==> config.mk <==
export PLATFORM = sky130hd
export DESIGN_NAME = block_code_bit_packer
export DESIGN_NICKNAME = d
export VERILOG_FILES = /design/src/rtl/block_code_pkg.sv /design/src/rtl/bcp_out_reg.sv /design/src/rtl/block_code_bit_packer.sv
export SDC_FILE = /design/constraint.sdc
export NUM_CORES = 1
export LEC_CHECK = 0
export CAP_MARGIN = 20
export CORE_ASPECT_RATIO = 1.4
export CORE_MARGIN = 5
export CORE_UTILIZATION = 45
export CTS_BUF_LIST = sky130_fd_sc_hd__clkbuf_8
export DETAILED_ROUTE_END_ITERATION = 6
export GPL_TIMING_DRIVEN = 1
export PLACE_DENSITY = 0.78
export SYNTH_ARGS = -nofsm -noshare
export SYNTH_HDL_FRONTEND = slang
export SYNTH_SLANG_ARGS = --single-unit
==> constraint.sdc <==
create_clock -name clk -period 2.23 [get_ports clk]
set_input_delay 0.446 -clock clk [delete_from_list [all_inputs] [get_ports clk]]
set_output_delay 0.446 -clock clk [all_outputs]
set_load 0.05 [all_outputs]
==> src/rtl/block_code_pkg.sv <==
// Shared definitions for the block-code bit packer: default word width, tuser
// width helper and the packer FSM state type.
package block_code_pkg;

  localparam int unsigned BCP_OUT_WIDTH_DEFAULT = 8;

  typedef enum logic {
    ACCUM = 1'b0,
    EMIT  = 1'b1
  } packer_state_t;

  // tuser carries a count of 1..OUT_WIDTH valid bits
  function automatic int unsigned tuser_w(input int unsigned out_width);
    return $clog2(out_width + 1);
  endfunction

endpackage

==> src/rtl/bcp_out_reg.sv <==
// One-entry AXI4-Stream output register: load captures a new word, pop clears
// the entry unless a new word loads in the same cycle.
module bcp_out_reg #(
  parameter int unsigned DATA_W = 8,
  parameter int unsigned USER_W = 4
) (
  input  logic              clk,
  input  logic              rst_n,
  input  logic              load,
  input  logic              pop,
  input  logic [DATA_W-1:0] load_data,
  input  logic [USER_W-1:0] load_user,
  input  logic              load_last,
  output logic [DATA_W-1:0] tdata,
  output logic [USER_W-1:0] tuser,
  output logic              tlast,
  output logic              tvalid
);

  logic [DATA_W-1:0] tdata_q, tdata_d;
  logic [USER_W-1:0] tuser_q, tuser_d;
  logic              tlast_q, tlast_d;
  logic              tvalid_q, tvalid_d;

  always_comb begin
    tdata_d  = tdata_q;
    tuser_d  = tuser_q;
    tlast_d  = tlast_q;
    tvalid_d = tvalid_q;
    if (load) begin
      tdata_d  = load_data;
      tuser_d  = load_user;
      tlast_d  = load_last;
      tvalid_d = 1'b1;
    end else if (pop) begin
      tdata_d  = '0;
      tuser_d  = '0;
      tlast_d  = 1'b0;
      tvalid_d = 1'b0;
    end
  end

  always_ff @(posedge clk or negedge rst_n) begin
    if (!rst_n) begin
      tdata_q  <= '0;
      tuser_q  <= '0;
      tlast_q  <= 1'b0;
      tvalid_q <= 1'b0;
    end else begin
      tdata_q  <= tdata_d;
      tuser_q  <= tuser_d;
      tlast_q  <= tlast_d;
      tvalid_q <= tvalid_d;
    end
  end

  assign tdata  = tdata_q;
  assign tuser  = tuser_q;
  assign tlast  = tlast_q;
  assign tvalid = tvalid_q;

endmodule

==> src/rtl/block_code_bit_packer.sv <==
// Packs a serial 1-bit AXI4-Stream into OUT_WIDTH-bit words, first bit in MSB.
// Optional frame length check enabled by defining BLOCK_CODE_PACKER_LEN_CHECK_EN.
module block_code_bit_packer
  import block_code_pkg::*;
#(
  parameter int unsigned OUT_WIDTH = BCP_OUT_WIDTH_DEFAULT,
  parameter int unsigned LEN_W     = 8
) (
  input  logic                               clk,
  input  logic                               s_axis_aresetn,
  input  logic [LEN_W-1:0]                   code_length,
  input  logic                               code_length_valid,
  input  logic                               s_axis_tdata,
  input  logic                               s_axis_tvalid,
  output logic                               s_axis_tready,
  input  logic                               s_axis_tlast,
  output logic [OUT_WIDTH-1:0]               m_axis_tdata,
  output logic [tuser_w(OUT_WIDTH)-1:0]      m_axis_tuser,
  output logic                               m_axis_tvalid,
  input  logic                               m_axis_tready,
  output logic                               m_axis_tlast,
  output logic                               len_err
);

  localparam int unsigned CNT_W   = $clog2(OUT_WIDTH);
  localparam int unsigned TUSER_W = tuser_w(OUT_WIDTH);

  packer_state_t         state_q, state_d;
  logic [OUT_WIDTH-2:0]  acc_q, acc_d;
  logic [CNT_W-1:0]      bit_cnt_q, bit_cnt_d;

  logic                  accept;
  logic                  word_done;
  logic                  out_pop;
  logic [OUT_WIDTH-1:0]  shifted;
  logic [OUT_WIDTH-1:0]  word_aligned;
  logic [TUSER_W-1:0]    word_user;

  assign s_axis_tready = (state_q == ACCUM) || m_axis_tready;
  assign accept        = s_axis_tvalid && s_axis_tready;
  assign word_done     = accept && ((bit_cnt_q == CNT_W'(OUT_WIDTH - 1)) || s_axis_tlast);
  assign out_pop       = m_axis_tvalid && m_axis_tready;

  // Only the newest bit_cnt+1 bits belong to this word; the left shift drops
  // stale history off the top and zero-fills the unused LSBs.
  assign shifted      = {acc_q, s_axis_tdata};
  assign word_aligned = shifted << (CNT_W'(OUT_WIDTH - 1) - bit_cnt_q);
  assign word_user    = TUSER_W'(bit_cnt_q) + TUSER_W'(1);

  always_comb begin
    acc_d     = acc_q;
    bit_cnt_d = bit_cnt_q;
    state_d   = state_q;
    if (accept) begin
      acc_d     = shifted[OUT_WIDTH-2:0];
      bit_cnt_d = word_done ? '0 : bit_cnt_q + CNT_W'(1);
    end
    if (word_done) begin
      state_d = EMIT;
    end else if (out_pop) begin
      state_d = ACCUM;
    end
  end

  always_ff @(posedge clk or negedge s_axis_aresetn) begin
    if (!s_axis_aresetn) begin
      state_q   <= ACCUM;
      acc_q     <= '0;
      bit_cnt_q <= '0;
    end else begin
      state_q   <= state_d;
      acc_q     <= acc_d;
      bit_cnt_q <= bit_cnt_d;
    end
  end

  bcp_out_reg #(
    .DATA_W (OUT_WIDTH),
    .USER_W (TUSER_W)
  ) u_out_reg (
    .clk       (clk),
    .rst_n     (s_axis_aresetn),
    .load      (word_done),
    .pop       (out_pop),
    .load_data (word_aligned),
    .load_user (word_user),
    .load_last (s_axis_tlast),
    .tdata     (m_axis_tdata),
    .tuser     (m_axis_tuser),
    .tlast     (m_axis_tlast),
    .tvalid    (m_axis_tvalid)
  );

`ifdef BLOCK_CODE_PACKER_LEN_CHECK_EN
  logic [LEN_W-1:0] code_len_q, code_len_d;
  logic [LEN_W-1:0] frame_len_q, frame_len_d;
  logic [LEN_W-1:0] frame_cnt_q, frame_cnt_d;
  logic             len_err_q, len_err_d;
  logic [LEN_W-1:0] cur_len;
  logic [LEN_W:0]   cnt_next;

  // The first beat of a frame snapshots code_len_q, so a mid-frame update of
  // code_length only applies from the following frame.
  assign cur_len  = (frame_cnt_q == '0) ? code_len_q : frame_len_q;
  assign cnt_next = {1'b0, frame_cnt_q} + {{LEN_W{1'b0}}, 1'b1};

  always_comb begin
    code_len_d  = code_length_valid ? code_length : code_len_q;
    frame_len_d = frame_len_q;
    frame_cnt_d = frame_cnt_q;
    len_err_d   = 1'b0;
    if (accept) begin
      frame_len_d = cur_len;
      if (s_axis_tlast) begin
        frame_cnt_d = '0;
        len_err_d   = (cnt_next != {1'b0, cur_len});
      end else begin
        if (frame_cnt_q != '1) begin
          frame_cnt_d = cnt_next[LEN_W-1:0];
        end
        len_err_d = (cnt_next == {1'b0, cur_len});
      end
    end
  end

  always_ff @(posedge clk or negedge s_axis_aresetn) begin
    if (!s_axis_aresetn) begin
      code_len_q  <= '0;
      frame_len_q <= '0;
      frame_cnt_q <= '0;
      len_err_q   <= 1'b0;
    end else begin
      code_len_q  <= code_len_d;
      frame_len_q <= frame_len_d;
      frame_cnt_q <= frame_cnt_d;
      len_err_q   <= len_err_d;
    end
  end

  assign len_err = len_err_q;
`else
  logic unused_len_inputs;
  assign unused_len_inputs = ^{code_length, code_length_valid};
  assign len_err           = 1'b0;
`endif

endmodule

* Word level (Yosys, flattened, before mapping)
Index checks and enable logic that the tools add are counted.
Word-level totals: bits in registers 24, input port bits 15, output and inout bits 16, logic and storage cells 26
Cells by class: add/sub/neg operators 3, equality and inequality tests 1, shifts and indexed selects 1, mux-type cells 8, bitwise gates (word level) 1, reductions and logical operators 6
Operator list (count):
- two-way mux 8 bit | 2
- two-way mux 4 bit | 2
- << shifter 8 x 3 -> 8 bit | 1
- adder 3 x 1 -> 4 bit, second input constant | 1
- adder 3 x 1 -> 3 bit, second input constant | 1
- == test 3 bit, second input constant | 1
- logical AND 1 bit | 3
- two-way mux 1 bit | 3
- two-way mux 3 bit | 1
- subtractor 3 bit, first input constant | 1
- logical OR 1 bit | 2
- nonzero test 2 bit | 1
- NOT 1 bit | 1

* Logic depth before layout (Yosys ltp)
depth in word-level cells 5, depth in mapped cells 7, mapped depth without buffers 6

* Hierarchy
From an unflattened synthesis, not the netlist that was laid out.
Unflattened totals: cells, all modules 105, area, all modules 1278.7 sq um
By module, submodules not included:
- block_code_bit_packer | times used 1, cells each 73, area each 780.7 sq um, sequential area each 275.3 sq um
- bcp_out_reg | times used 1, cells each 32, area each 498.0 sq um, sequential area each 350.3 sq um

* Worst setup path after synthesis
Ideal clock, no wire load.
kind reg-to-reg, start register, netlist name u_out_reg.tvalid, end register acc_q[2], setup time 125 ps, arrival 1785 ps, data required time 2105 ps, slack 320 ps, stages on the path, launching flop included 5, buffers on the path 1, period minus slack after synthesis 1910 ps, path through dfrtp_1 > nand2b_2 > nand2_1 > buf_2 > mux2_2
RTL lines:
- to (signal assigned) | line block_code_bit_packer.sv:68 | acc_q <= '0;
- to (signal assigned) | line block_code_bit_packer.sv:72 | acc_q <= acc_d;
- to (decl) | line block_code_bit_packer.sv:29 | logic [OUT_WIDTH-2:0] acc_q, acc_d;

* Worst setup path in the final report
start register u_out_reg.tvalid_q, in the netlist u_out_reg.tvalid, end output port m_axis_tvalid
RTL lines:
- from (decl) | line bcp_out_reg.sv:23 | logic tvalid_q, tvalid_d;
- from (signal assigned) | line bcp_out_reg.sv:53 | tvalid_q <= tvalid_d;
- to (decl) | line block_code_bit_packer.sv:19 | output logic m_axis_tvalid,
No word-level cell between the ends.

==> impl_metrics.ini <==
[status]
status = finished, final reports clean

[final_layout]
area_taken_by_multi_input_logic_gates_um2 = 528
final-seq-area_um2 = 601
fraction_of_final_layout_cells_with_drive_strength_greater_than_1_pct = 22.2
number_of_antenna_cells_inserted = 0
flow.area_growth_from_synthesis_pct = 28.2
num-fill-cells = 233
fin_nets = 135
design_area_um2 = 1500

[placed_design]
placed_area_um2 = 1430
replace_congestion = 0.764
dp_hpwl_um = 1630
portBuffers = 20

[clock_network]
cts_resized = 0
number_of_buffers_inserted_during_clock_tree_synthesis = 3
ctsRootBufferMaster = sky130_fd_sc_hd__clkbuf_8
clkLatencyLatePin_ns = 0.26
cts_hold_buf = 0
tritoncts = built
cts_num_sinks = 24
max-clock-path-buffers = 2
clock_tree.htree_level_count = 1
postCtsSetupRepairBufs = 0
path_clk_slew_ns = 0.08

[drt]
met3_wl_post_dr_um = 82
drc = 0
avgRoutedWirePerCell_um = 13.7
route.vias.total = 808
initialDrtViolationCount = 20
via_per_inst = 5.28
top_layer_used = met4
met2WireLength_um = 1120
total_wire_length_after_detailed_routing_um = 2100
ant_nets_after_route = 0
met1_length_um = 854
dr.pass1.iters = 3

[floorplan]
die_w_um = 53.1
floorplan.rows = 22
start_util_pct = 45.7
io_pins = 31
core_area_um2 = 2560
fp.dieArea_um2 = 3730
fp.dieH_um = 70.3

[grt]
antenna_violations_before_repair = 0
grt_first_pass_wirelength_um = 3650
groute.usage.overall_pct = 12.9
first_global_vias = 822
grt_start_max_net_pins = 25
globalRouteOverflowTotal = 0

[critical_path]
crit_path_max_incr_delay_ns = 0.83
timing.critical_path.fanout_max = 4
critPathArrivalTime_ns = 1.51
crit_required_ns = 1.78
critical_path.reg2reg.endpoint = u_out_reg.tdata[0]
worst_path_bufs_invs = 1
path_cells = clkdlybuf4s50_1
r2r-start = bit_cnt_q[0]
r2r_setup_slack_ns = 0.50
cpLargestDelayFamily = buffers and inverters
critical-path-slowest-cell = sky130_fd_sc_hd__clkdlybuf4s50_1
ff2ff_path_depth = 7
crit_path_start_kind = flip-flop
critPathKind = flip-flop to output port
critPathCaptureType = output port

[yosys]
post_synth_edffs = 0
ys_warn_count = 0
netlist_instances = 93
ys_ff_latch = 24
synth-main-ff-cell = sky130_fd_sc_hd__dfrtp_1
synth-async-reset-ratio_pct = 100
seq_area_frac_synth_pct = 51.3
count_of_distinct_cell_types_in_the_synthesized_netlist = 27
postSynthAreaPerCell_um2 = 12.6
netlist_area_um2 = 1170
syn_nets = 110

[power_and_ir_drop]
static-leakage-power_nw = 0.654
cellPowerDensity_nw_per_um2 = 963
vdd.ir_drop.worst_v = 0.000532

[sta]
clock.fmax_ghz = 0.510
finalMaxSlewViolations = 0
setup_viol = 0
fin_hold_ws_ns = 0.492
slew-limit-headroom_pct = 66.7
shortest_period_the_worst_path_allows_ns = 1.96
grt_setup_unrepaired = false
fin_setup_tns_ns = 0
timing_hold_violations_final = 0
fin_crit_sh_pct = 87.8
finClkSkew_ns = 0.00432
tightest_slew_ns = 0.499

[min_path]
holdCritPathClass = flip-flop to flip-flop
holdPathStages = 1
hold_end = u_out_reg.tuser[3]
timing.hold.worst.start = u_out_reg.tuser[3]

[job]
max_cap_violations = 0
-- flip-flops by register name, indices dropped and copies added, names as in the netlist --
signal	flops
u_out_reg.tuser	4
bit_cnt_q	3
u_out_reg.tvalid	1
u_out_reg.tlast	1
u_out_reg.tdata	8
acc_q	7
-- cells by family after synthesis --
group                      after synthesis  share of synthesized area (%)
AOI/OAI and AO/OA                       21                           13.5
adders and majority gates                2                           2.14
buffers and inverters                    6                           3.53
DFF                                     24                           51.3
muxes                                   15                           19.1
other                                    1                          0.321
and+or+nand+nor                         24                           10.1
-- layer usage --
layer,vias up,global-route usage (%)
met4,0,5.97
met2,12,22.2
li1,395,-
met1,397,15.2
met3,4,1.92
met5,-,0
-- worst max-delay path by stage --
stage	start	endpoint	slack [ns]	cells after the start
final	u_out_reg.tvalid	m_axis_tvalid	0.27	1
after CTS	u_out_reg.tvalid	m_axis_tvalid	0.26	1
after global routing	u_out_reg.tvalid	m_axis_tvalid	0.22	1
after detailed placement	m_axis_tready	acc_q[0]	0.25	5
after floorplan	u_out_reg.tvalid	acc_q[2]	0.32	4
after global placement	m_axis_tready	acc_q[1]	0.28	5
-- report_power, final --
part	leakage (nW)	switching (mW)	internal (mW)	total, mW
logic	0.309	0.251	0.226	0.477
clock network	0.0357	0.135	0.240	0.375
registers	0.310	0.0712	0.522	0.594
-- final cells by class --
cell class	count	share of cell area (%)
Timing Repair Buffer	26	17.0
Sequential cell	24	40.0
Multi-Input combinational cell	63	35.2
Clock inverter	1	2.00
Clock buffer	3	2.75
Tap cell	36	3.00
-- cell usage after synthesis (2+ instances only) --
master / instances / area share, %
sky130_fd_sc_hd__dfrtp_1: 24 / 51
sky130_fd_sc_hd__o2bb2ai_1: 4 / 3.0
sky130_fd_sc_hd__a22o_1: 7 / 5.2
sky130_fd_sc_hd__mux4_1: 3 / 6.7
sky130_fd_sc_hd__ha_1: 2 / 2.1
sky130_fd_sc_hd__nor2_1: 3 / 0.96
sky130_fd_sc_hd__buf_2: 3 / 1.3
sky130_fd_sc_hd__o21ai_0: 5 / 2.1
sky130_fd_sc_hd__mux2_2: 10 / 9.6
sky130_fd_sc_hd__buf_4: 2 / 1.3
sky130_fd_sc_hd__nand2_1: 14 / 4.5
-- stage by stage --
step	total power [mW]	worst slack, ns	instances	utilization [%]
after global placement	1.07	0.281	149	55.8
after floorplan	0.940	0.320	93	-
after detailed placement	1.08	0.249	149	55.8
final	1.44	0.271	153	58.6
after global routing	1.52	0.217	153	58.6
after CTS	1.46	0.261	153	58.6
-- placed cells by master, fill, tap and decap left out, types with 2 or more instances in the layout --
cell type,count
sky130_fd_sc_hd__a22o_1,7
sky130_fd_sc_hd__buf_4,6
sky130_fd_sc_hd__clkbuf_8,3
sky130_fd_sc_hd__clkdlybuf4s50_1,19
sky130_fd_sc_hd__dfrtp_1,24
sky130_fd_sc_hd__ha_1,2
sky130_fd_sc_hd__mux2_2,10
sky130_fd_sc_hd__mux4_1,3
sky130_fd_sc_hd__nand2_1,14
sky130_fd_sc_hd__nor2_1,3
sky130_fd_sc_hd__o21ai_0,5
sky130_fd_sc_hd__o2bb2ai_1,4
Note: power is estimated with default switching activity, not from simulation.
